## src/rtl/elm_pkg.sv

```systemverilog
// Shared defaults for the ELM datapath: operand width, fractional bits and saturation limits.
package elm_pkg;

  localparam int DATA_WIDTH = 16;
  localparam int FRAC_BITS  = 8;

  localparam logic signed [DATA_WIDTH-1:0] SAT_MAX = {1'b0, {(DATA_WIDTH-1){1'b1}}};
  localparam logic signed [DATA_WIDTH-1:0] SAT_MIN = {1'b1, {(DATA_WIDTH-1){1'b0}}};

endpackage

```

## src/rtl/elm_sat_add.sv

```systemverilog
// Combinational signed adder that clamps to the WIDTH-bit range instead of wrapping.
module elm_sat_add
  import elm_pkg::*;
#(
  parameter int WIDTH = DATA_WIDTH
) (
  input  logic [WIDTH-1:0] a,
  input  logic [WIDTH-1:0] b,
  output logic [WIDTH-1:0] y
);

  logic [WIDTH:0] s;

  assign s = {a[WIDTH-1], a} + {b[WIDTH-1], b};

  // The two top bits of the widened sum disagree exactly when the narrow result overflowed.
  always_comb begin
    y = s[WIDTH-1:0];
    if (s[WIDTH] != s[WIDTH-1])
      y = s[WIDTH] ? {1'b1, {(WIDTH-1){1'b0}}} : {1'b0, {(WIDTH-1){1'b1}}};
  end

endmodule

```

## src/rtl/elm_hidden_neuron.sv

```systemverilog
// ELM hidden neuron: weight fetch, saturating MAC, bias add, optional ReLU (ELM_RELU_EN); 4 cycles last sample to outvalid.
// No backpressure: one sample per cycle when myinputValid is high; gaps just stall the empty stages.
module elm_hidden_neuron
  import elm_pkg::*;
#(
  parameter int numWeight    = 784,
  parameter int addressWidth = 10,
  parameter int dataWidth    = DATA_WIDTH,
  parameter int fracBits     = FRAC_BITS
) (
  input  logic                    clk,
  input  logic                    rst,
  input  logic [dataWidth-1:0]    myinput,
  input  logic                    myinputValid,
  input  logic [dataWidth-1:0]    bias,
  output logic                    ren,
  output logic [addressWidth:0]   raddr,
  input  logic [dataWidth-1:0]    wout,
  output logic [dataWidth-1:0]    out,
  output logic                    outvalid
);

  localparam logic [addressWidth:0] WLAST = (addressWidth+1)'(numWeight - 1);
  localparam logic [dataWidth-1:0] DMAX = {1'b0, {(dataWidth-1){1'b1}}};
  localparam logic [dataWidth-1:0] DMIN = {1'b1, {(dataWidth-1){1'b0}}};
  localparam logic signed [2*dataWidth-1:0] PMAX = {{(dataWidth+1){1'b0}}, {(dataWidth-1){1'b1}}};
  localparam logic signed [2*dataWidth-1:0] PMIN = {{(dataWidth+1){1'b1}}, {(dataWidth-1){1'b0}}};

  logic [addressWidth:0]      wcnt;
  logic [dataWidth-1:0]       in_r, mul_r, sum, mul_next, acc_sum, r, act;
  logic                       v1, first1, last1;
  logic                       v2, first2, last2;
  logic                       fin;
  logic [2*dataWidth-1:0]     prod;
  logic signed [2*dataWidth-1:0] prod_sh;

  assign ren   = myinputValid;
  assign raddr = wcnt;

  // Sign-extended operands so the low 2*dataWidth bits of the product are the signed product.
  assign prod    = {{dataWidth{in_r[dataWidth-1]}}, in_r} * {{dataWidth{wout[dataWidth-1]}}, wout};
  assign prod_sh = $signed(prod) >>> fracBits;

  always_comb begin
    mul_next = prod_sh[dataWidth-1:0];
    if (prod_sh > PMAX)
      mul_next = DMAX;
    else if (prod_sh < PMIN)
      mul_next = DMIN;
  end

  elm_sat_add #(.WIDTH(dataWidth)) u_acc (
    .a (sum),
    .b (mul_r),
    .y (acc_sum)
  );

  elm_sat_add #(.WIDTH(dataWidth)) u_bias (
    .a (sum),
    .b (bias),
    .y (r)
  );

`ifdef ELM_RELU_EN
  assign act = r[dataWidth-1] ? '0 : r;
`else
  assign act = r;
`endif

  always_ff @(posedge clk or posedge rst) begin
    if (rst) begin
      wcnt     <= '0;
      in_r     <= '0;
      v1       <= 1'b0;
      first1   <= 1'b0;
      last1    <= 1'b0;
      mul_r    <= '0;
      v2       <= 1'b0;
      first2   <= 1'b0;
      last2    <= 1'b0;
      sum      <= '0;
      fin      <= 1'b0;
      out      <= '0;
      outvalid <= 1'b0;
    end else begin
      v1 <= myinputValid;
      if (myinputValid) begin
        in_r   <= myinput;
        first1 <= (wcnt == '0);
        last1  <= (wcnt == WLAST);
        wcnt   <= (wcnt == WLAST) ? '0 : wcnt + 1'b1;
      end

      v2 <= v1;
      if (v1) begin
        mul_r  <= mul_next;
        first2 <= first1;
        last2  <= last1;
      end

      // A new vector's first product may overwrite sum while fin still reads the old value.
      if (v2)
        sum <= first2 ? mul_r : acc_sum;
      fin <= v2 & last2;

      outvalid <= fin;
      if (fin)
        out <= act;
    end
  end

endmodule

```

## config.mk

```make
export PLATFORM = sky130hd
export DESIGN_NAME = elm_hidden_neuron
export DESIGN_NICKNAME = d
export VERILOG_FILES = /design/src/rtl/elm_pkg.sv /design/src/rtl/elm_sat_add.sv /design/src/rtl/elm_hidden_neuron.sv
export SDC_FILE = /design/constraint.sdc
export NUM_CORES = 1
export LEC_CHECK = 0
export BUFFER_PORTS_ARGS = -buffer_cell sky130_fd_sc_hd__buf_2
export CORE_UTILIZATION = 64
export DETAILED_ROUTE_END_ITERATION = 7
export GPL_ROUTABILITY_DRIVEN = 0
export PLACE_DENSITY = 0.83
export SYNTH_ARGS = -nofsm -noshare
export SYNTH_HDL_FRONTEND = slang
export SYNTH_SLANG_ARGS = --single-unit
```

## constraint.sdc

```tcl
create_clock -name clk -period 7.7 [get_ports clk]
set_input_delay 0.385 -clock clk [delete_from_list [all_inputs] [get_ports clk]]
set_output_delay 0.385 -clock clk [all_outputs]
set_load 0.005 [all_outputs]
```

# After elaboration in Yosys (flattened, before gate mapping)
# Cells that the tools add are included.
# word_totals
input_bits	51
reg_bits	83
n_memories	0
mem_bits_ro	0
latchBits	0
ramBits	0
# classes
n_eq_ne	3
n_addsub	3
n_bitwise	1
n_reduce_logical	1
n_lt_le_gt_ge	2
n_div	0
shift	0
n_mux	8
mul	1
# op_table
op	n
2-to-1 mux 16 bit	7
adder 16 x 16 -> 17 bit	2
multiplier 16 x 16 -> 32 bit	1
greater-than comparator 24 x 16 -> 1 bit (second input constant)	1
less-than comparator 24 x 16 -> 1 bit (second input constant)	1
adder 11 x 1 -> 11 bit (second input constant)	1
equality test 11 x 10 -> 1 bit (second input constant)	1
zero test 11 bit	1
2-to-1 mux 11 bit	1
inequality test 1 bit	2
AND 1 bit	1

# Longest topological paths before layout
# logic_depth
word_depth	4
mapped_depth	25
mapped_depth_nobuf	24

# Hierarchy
# Synthesis repeated with hierarchy kept, for this count alone.
# hier_totals
hier_cells	1701
area_unflattened_um2	15660.0
# by_module_without_submodules
mod	n_inst	cells_each	area_per_inst_um2
elm_hidden_neuron	1	1401	13380.3
elm_sat_add	2	150	1139.8

# Least setup slack after synthesis
# No wires, ideal clock.
# synth_timing
path_type	register -> register
startpoint	register in_r[15]
endpoint	register mul_r[7]
slack_ns	0.780
setup_ns	0.126
path_stages_with_launch	26
t_arrival_ns	6.794
synth_period_minus_slack_ns	6.920
t_required_ns	7.574
cell_sequence	dfrtp_1 clkbuf_1 nand2_1 fa_1 inv_1 fa_1 inv_1 fa_1 fa_1 inv_1 fa_1 inv_1 fa_1 inv_1 ha_1 and4_1 nand2_1 o21bai_1 a2111oi_0 o31ai_1 a21oi_1 xnor2_1 o2111ai_1 o311a_4 buf_6 a221o_1
# synth_between
elab_chain_len	4
elab_cells_between_ends	5
cone_classes	mul: 1; order compare: 2; mux: 2
# synth_rtl
element	line_no	rtl
start: declaration	elm_hidden_neuron.sv:30	logic [dataWidth-1:0] in_r, mul_r, sum, mul_next, acc_sum, r, act;
start signal: assignment	elm_hidden_neuron.sv:88	in_r <= myinput;
multiplier 16 x 16 -> 32 bit (*)	elm_hidden_neuron.sv:41	assign prod = {{dataWidth{in_r[dataWidth-1]}}, in_r} * {{dataWidth{wout[dataWidth-1]}}, wout};
less-than comparator 24 x 16 -> 1 bit	elm_hidden_neuron.sv:48	else if (prod_sh < PMIN)
2-to-1 mux 16 bit	elm_hidden_neuron.sv:48	
2-to-1 mux 16 bit (*)	elm_hidden_neuron.sv:46	if (prod_sh > PMAX)
end signal: assignment	elm_hidden_neuron.sv:96	mul_r <= mul_next;
end: declaration	elm_hidden_neuron.sv:30	
# Every way passes the cells marked *; elsewhere a longest branch is shown, timed or not.
# A chain may end at the register's enable or synchronous reset.

# Final worst setup path
# layout_timing
startpoint	register in_r[9]
endpoint	register mul_r[3]
# Same word-level chain as after synthesis.

==> results.tsv <==
stage	metric	value	unit
outcome	status	finished, final reports clean	
timing	Final setup violation count	0	
synth	simple-gate portion of the synthesized area	14.1	%
global_routing	vias in the first global route	12401	
clock_network	Max Root-Sink Buffers	2	
synth	Post-Syn Area per Cell	9.34	µm²
drt	Starting DRT DRC Count	794	
timing	Max Slew Vio Count	0	
synth	Synth Area in Compound Gates	10.7	%
worst_hold_path	Hold Path Depth	2	
finish	fraction of layout cells with a size suffix above 1	9.12	%
worst_hold_path	hold crit path type	in2reg	
synth	number of synthesized flops with an enable pin	0	
synth	post-synthesis register bit count	83	
timing	worst slew pin tran	1080	ps
floorplan	Ports	80	
floorplan	die footprint	23600	µm²
finish	commonest non-fill, non-tap cells in the layout	inv_1, fa_1, nand2_1	
global_routing	Overall Global Routing Usage	31.4	%
finish	area grow syn2layout	6.69	%
drt	DRC Markers	0	
clock_network	Clock Tree Root	clkbuf_16	
synth	largest family of logic cells by synthesized area	adder cells	
clock_network	CTS H-tree depth	3	
synth	Post-Synth Adder-Cell Area	45.5	%
synth	Gate Count Post-Synth	1573	
critical_path	CP max FO	17	
drt	DR vias	11228	
critical_path	origin of the worst setup path	in_r[9]$_DFFE_PP0P_	
critical_path	FF-to-FF setup slack	450	ps
timing	RSZ-0062 raised after global routing	no	
critical_path	Startpoint Class	flop	
global_routing	met2 usage	54.4	%
clock_network	clock sinks	83	
floorplan	# rows	55	
synth	post-synthesis mux area share	1.65	%
synth	unique cell type count in the Yosys netlist	73	
critical_path	Req. time, crit path	7930	ps
clock_network	post-CTS setup buffers	0	
synth	synthesized cell area	14700	µm²
timing	Setup TNS	0	ps
timing	Final Hold Viols	0	
critical_path	Crit Path Class	reg2reg	
finish	leading cell type in the layout, fill and taps excluded	inv_1	
synth	sequential fraction of the synthesis area	14.1	%
synth	Post-synth ARST share	100	%
clock_network	hold-fix buffers at CTS	0	
clock_network	TritonCTS clock tree	yes	
global_routing	first-pass GRT wire length	58300	µm
synth	Top FF cell, synth	dfrtp_1	
finish	fillers	1691	
global_routing	pin count of the biggest net entering global routing	84	
floorplan	Die X	154	µm
timing	final worst-path cycle share	94.2	%
global_routing	grt met3 use	3.89	%
synth	Synth Warn #	0	
timing	clock skew	8.80	ps
finish	diode count	0	
synth	Post-Synth XOR/XNOR Area	3.94	%
floorplan	Initial Utilization	65.1	%
floorplan	Core Area	22600	µm²
timing	Final min period	7250	ps
drt	DR pass1 iterations	6	
place	Port Buf Inserts	79	
critical_path	end of the worst register-to-register path	mul_r[3]$_DFFE_PP0P_	
synth	syn nets	2000	
drt	Post-DRT Antenna Nets	0	
critical_path	crit end category	flop	
finish	Layout Utilization	69.4	%
drt	Via density	5.85	
timing	max_slew headroom	27.9	%
timing	fmax	0.138	GHz
critical_path	worst reg-to-reg path cell count	21	
clock_network	clock buffer count from CTS	9	
critical_path	crit path DAT	7480	ps
worst_hold_path	Hold Crit Endpoint	in_r[1]$_DFFE_PP0P_	
floorplan	Die H	154	µm
global_routing	initial antenna violation count	0	
global_routing	GRT met1 Usage	39.2	%
worst_hold_path	Hold Startpoint	myinput[1]	
run	max cap viols	0	
finish	Final nets	2056	
clock_network	Worst-Skew Late Latency	360	ps
clock_network	CTS clk-pin slew, worst paths	70	ps
place	Post-DP HPWL	27500	µm
drt	DR WL/cell	17.6	µm
drt	total wire length	33900	µm
critical_path	FF-to-FF Start	in_r[9]$_DFFE_PP0P_	
global_routing	gr busiest metal	met2	
global_routing	GRT overflow	0	
[kinds of logic after synthesis]
family,after synthesis
compound gates,221
fa+ha+maj,377
mux,22
flops,83
xor+xnor,66
buf+inv,386
simple gates,418
[worst max path at each step]
| stage | to | slack (ps) | cells after the start |
|---|---|---|---|
| after floorplan | mul_r[7]$_DFFE_PP0P_ | 780 | 25 |
| after global placement | mul_r[0]$_DFFE_PP0P_ | 480 | 24 |
| after detailed placement | mul_r[3]$_DFFE_PP0P_ | 310 | 24 |
| after CTS | mul_r[3]$_DFFE_PP0P_ | 350 | 24 |
| after global routing | mul_r[3]$_DFFE_PP0P_ | 0.6 | 24 |
| final | mul_r[3]$_DFFE_PP0P_ | 450 | 21 |
[worst max-delay path, stage by stage (launching register included)]
cell and delay (ps):
dfrtp_1 640, and2_1 280, fa_1 500, inv_1 50, fa_1 500, fa_1 530, inv_1 50, fa_1 460
fa_1 560, inv_1 60, fa_1 550, inv_1 50, ha_1 350, a211oi_2 340, nand3_2 180, a2111oi_2 500
o31ai_1 200, a21oi_1 240, xnor2_1 150, o2111ai_1 140, o311a_4 460, a221o_1 300
[area by class of cell]
| type | instances | area, µm² | area share, % |
|---|---|---|---|
| repair buffers | 94 | 508 | 3.24 |
| well taps | 285 | 357 | 2.28 |
| flip-flops and latches | 83 | 2080 | 13.3 |
| clock inverters | 6 | 72.6 | 0.463 |
| clock buffers | 10 | 239 | 1.52 |
| inverters | 337 | 1270 | 8.08 |
| multi-input cells | 1104 | 11200 | 71.2 |
[routing by layer]
| layer | part of all wire (%) | vias up |
|---|---|---|
| met3 | 5.7 | 109 |
| met4 | 4.3 | 0 |
| met1 | 39 | 5655 |
| li1 | - | 5029 |
| met5 | 0 | - |
| met2 | 51 | 435 |
[per-stage QoR]
stage	area (µm²)	std cells	setup slack (ps)	hold WS (ps)
after floorplan	14700	1573	780	352
after global routing	15700	1919	0.578	263
final	15700	1919	450	258
after global placement	15400	1903	475	457
after detailed placement	15400	1903	306	465
after CTS	15700	1919	350	251
[state kept, by name (all words and copies together), names as in the netlist]
signal,count
v2,1
out,16
first2,1
mul_r,16
last1,1
raddr,11
in_r,16
v1,1
last2,1
sum,16
first1,1
fin,1
outvalid,1
[synthesized netlist by cell type (3+ instances only)]
| master | instances | share of area, % |
|---|---|---|
| nor3_1 | 12 | 0.41 |
| mux2_2 | 18 | 1.4 |
| o31ai_1 | 5 | 0.26 |
| xnor2_1 | 48 | 2.9 |
| o21ai_0 | 47 | 1.6 |
| or3_1 | 3 | 0.13 |
| o21a_1 | 14 | 0.72 |
| and4_1 | 5 | 0.30 |
| xor2_1 | 18 | 1.1 |
| a221o_1 | 15 | 1.0 |
| dfrtp_1 | 83 | 14 |
| nand2b_1 | 10 | 0.43 |
| and2_1 | 122 | 5.2 |
| ha_1 | 113 | 9.6 |
| o21ai_1 | 5 | 0.17 |
| o22ai_1 | 6 | 0.26 |
| o211ai_1 | 4 | 0.20 |
| nor2_1 | 60 | 1.5 |
| a211oi_1 | 3 | 0.15 |
| or4_1 | 3 | 0.15 |
| nand4_1 | 8 | 0.34 |
| fa_1 | 263 | 36 |
| clkbuf_1 | 45 | 1.1 |
| o311ai_0 | 5 | 0.30 |
| or2_2 | 3 | 0.13 |
| a21oi_1 | 48 | 1.6 |
| nand2_1 | 159 | 4.1 |
| nand3_1 | 11 | 0.37 |
| inv_1 | 337 | 8.6 |
| nor2b_1 | 10 | 0.43 |
| a31oi_1 | 8 | 0.34 |
| and3_1 | 3 | 0.13 |
| mux2i_1 | 4 | 0.27 |
| o21bai_1 | 4 | 0.20 |
| o41ai_1 | 3 | 0.18 |
| o2111ai_1 | 3 | 0.18 |
| a21o_1 | 21 | 1.1 |
[timing repair]
| item | in CTS | in global routing |
|---|---|---|
| resized for setup | 0 | 2 |
| endpoints found under the hold margin | 0 | 0 |
| endpoints found under the setup margin | 0 | 15 |
Power is not shown: default switching activity piles up to over one toggle a cycle in this logic, so the estimate is an artifact.
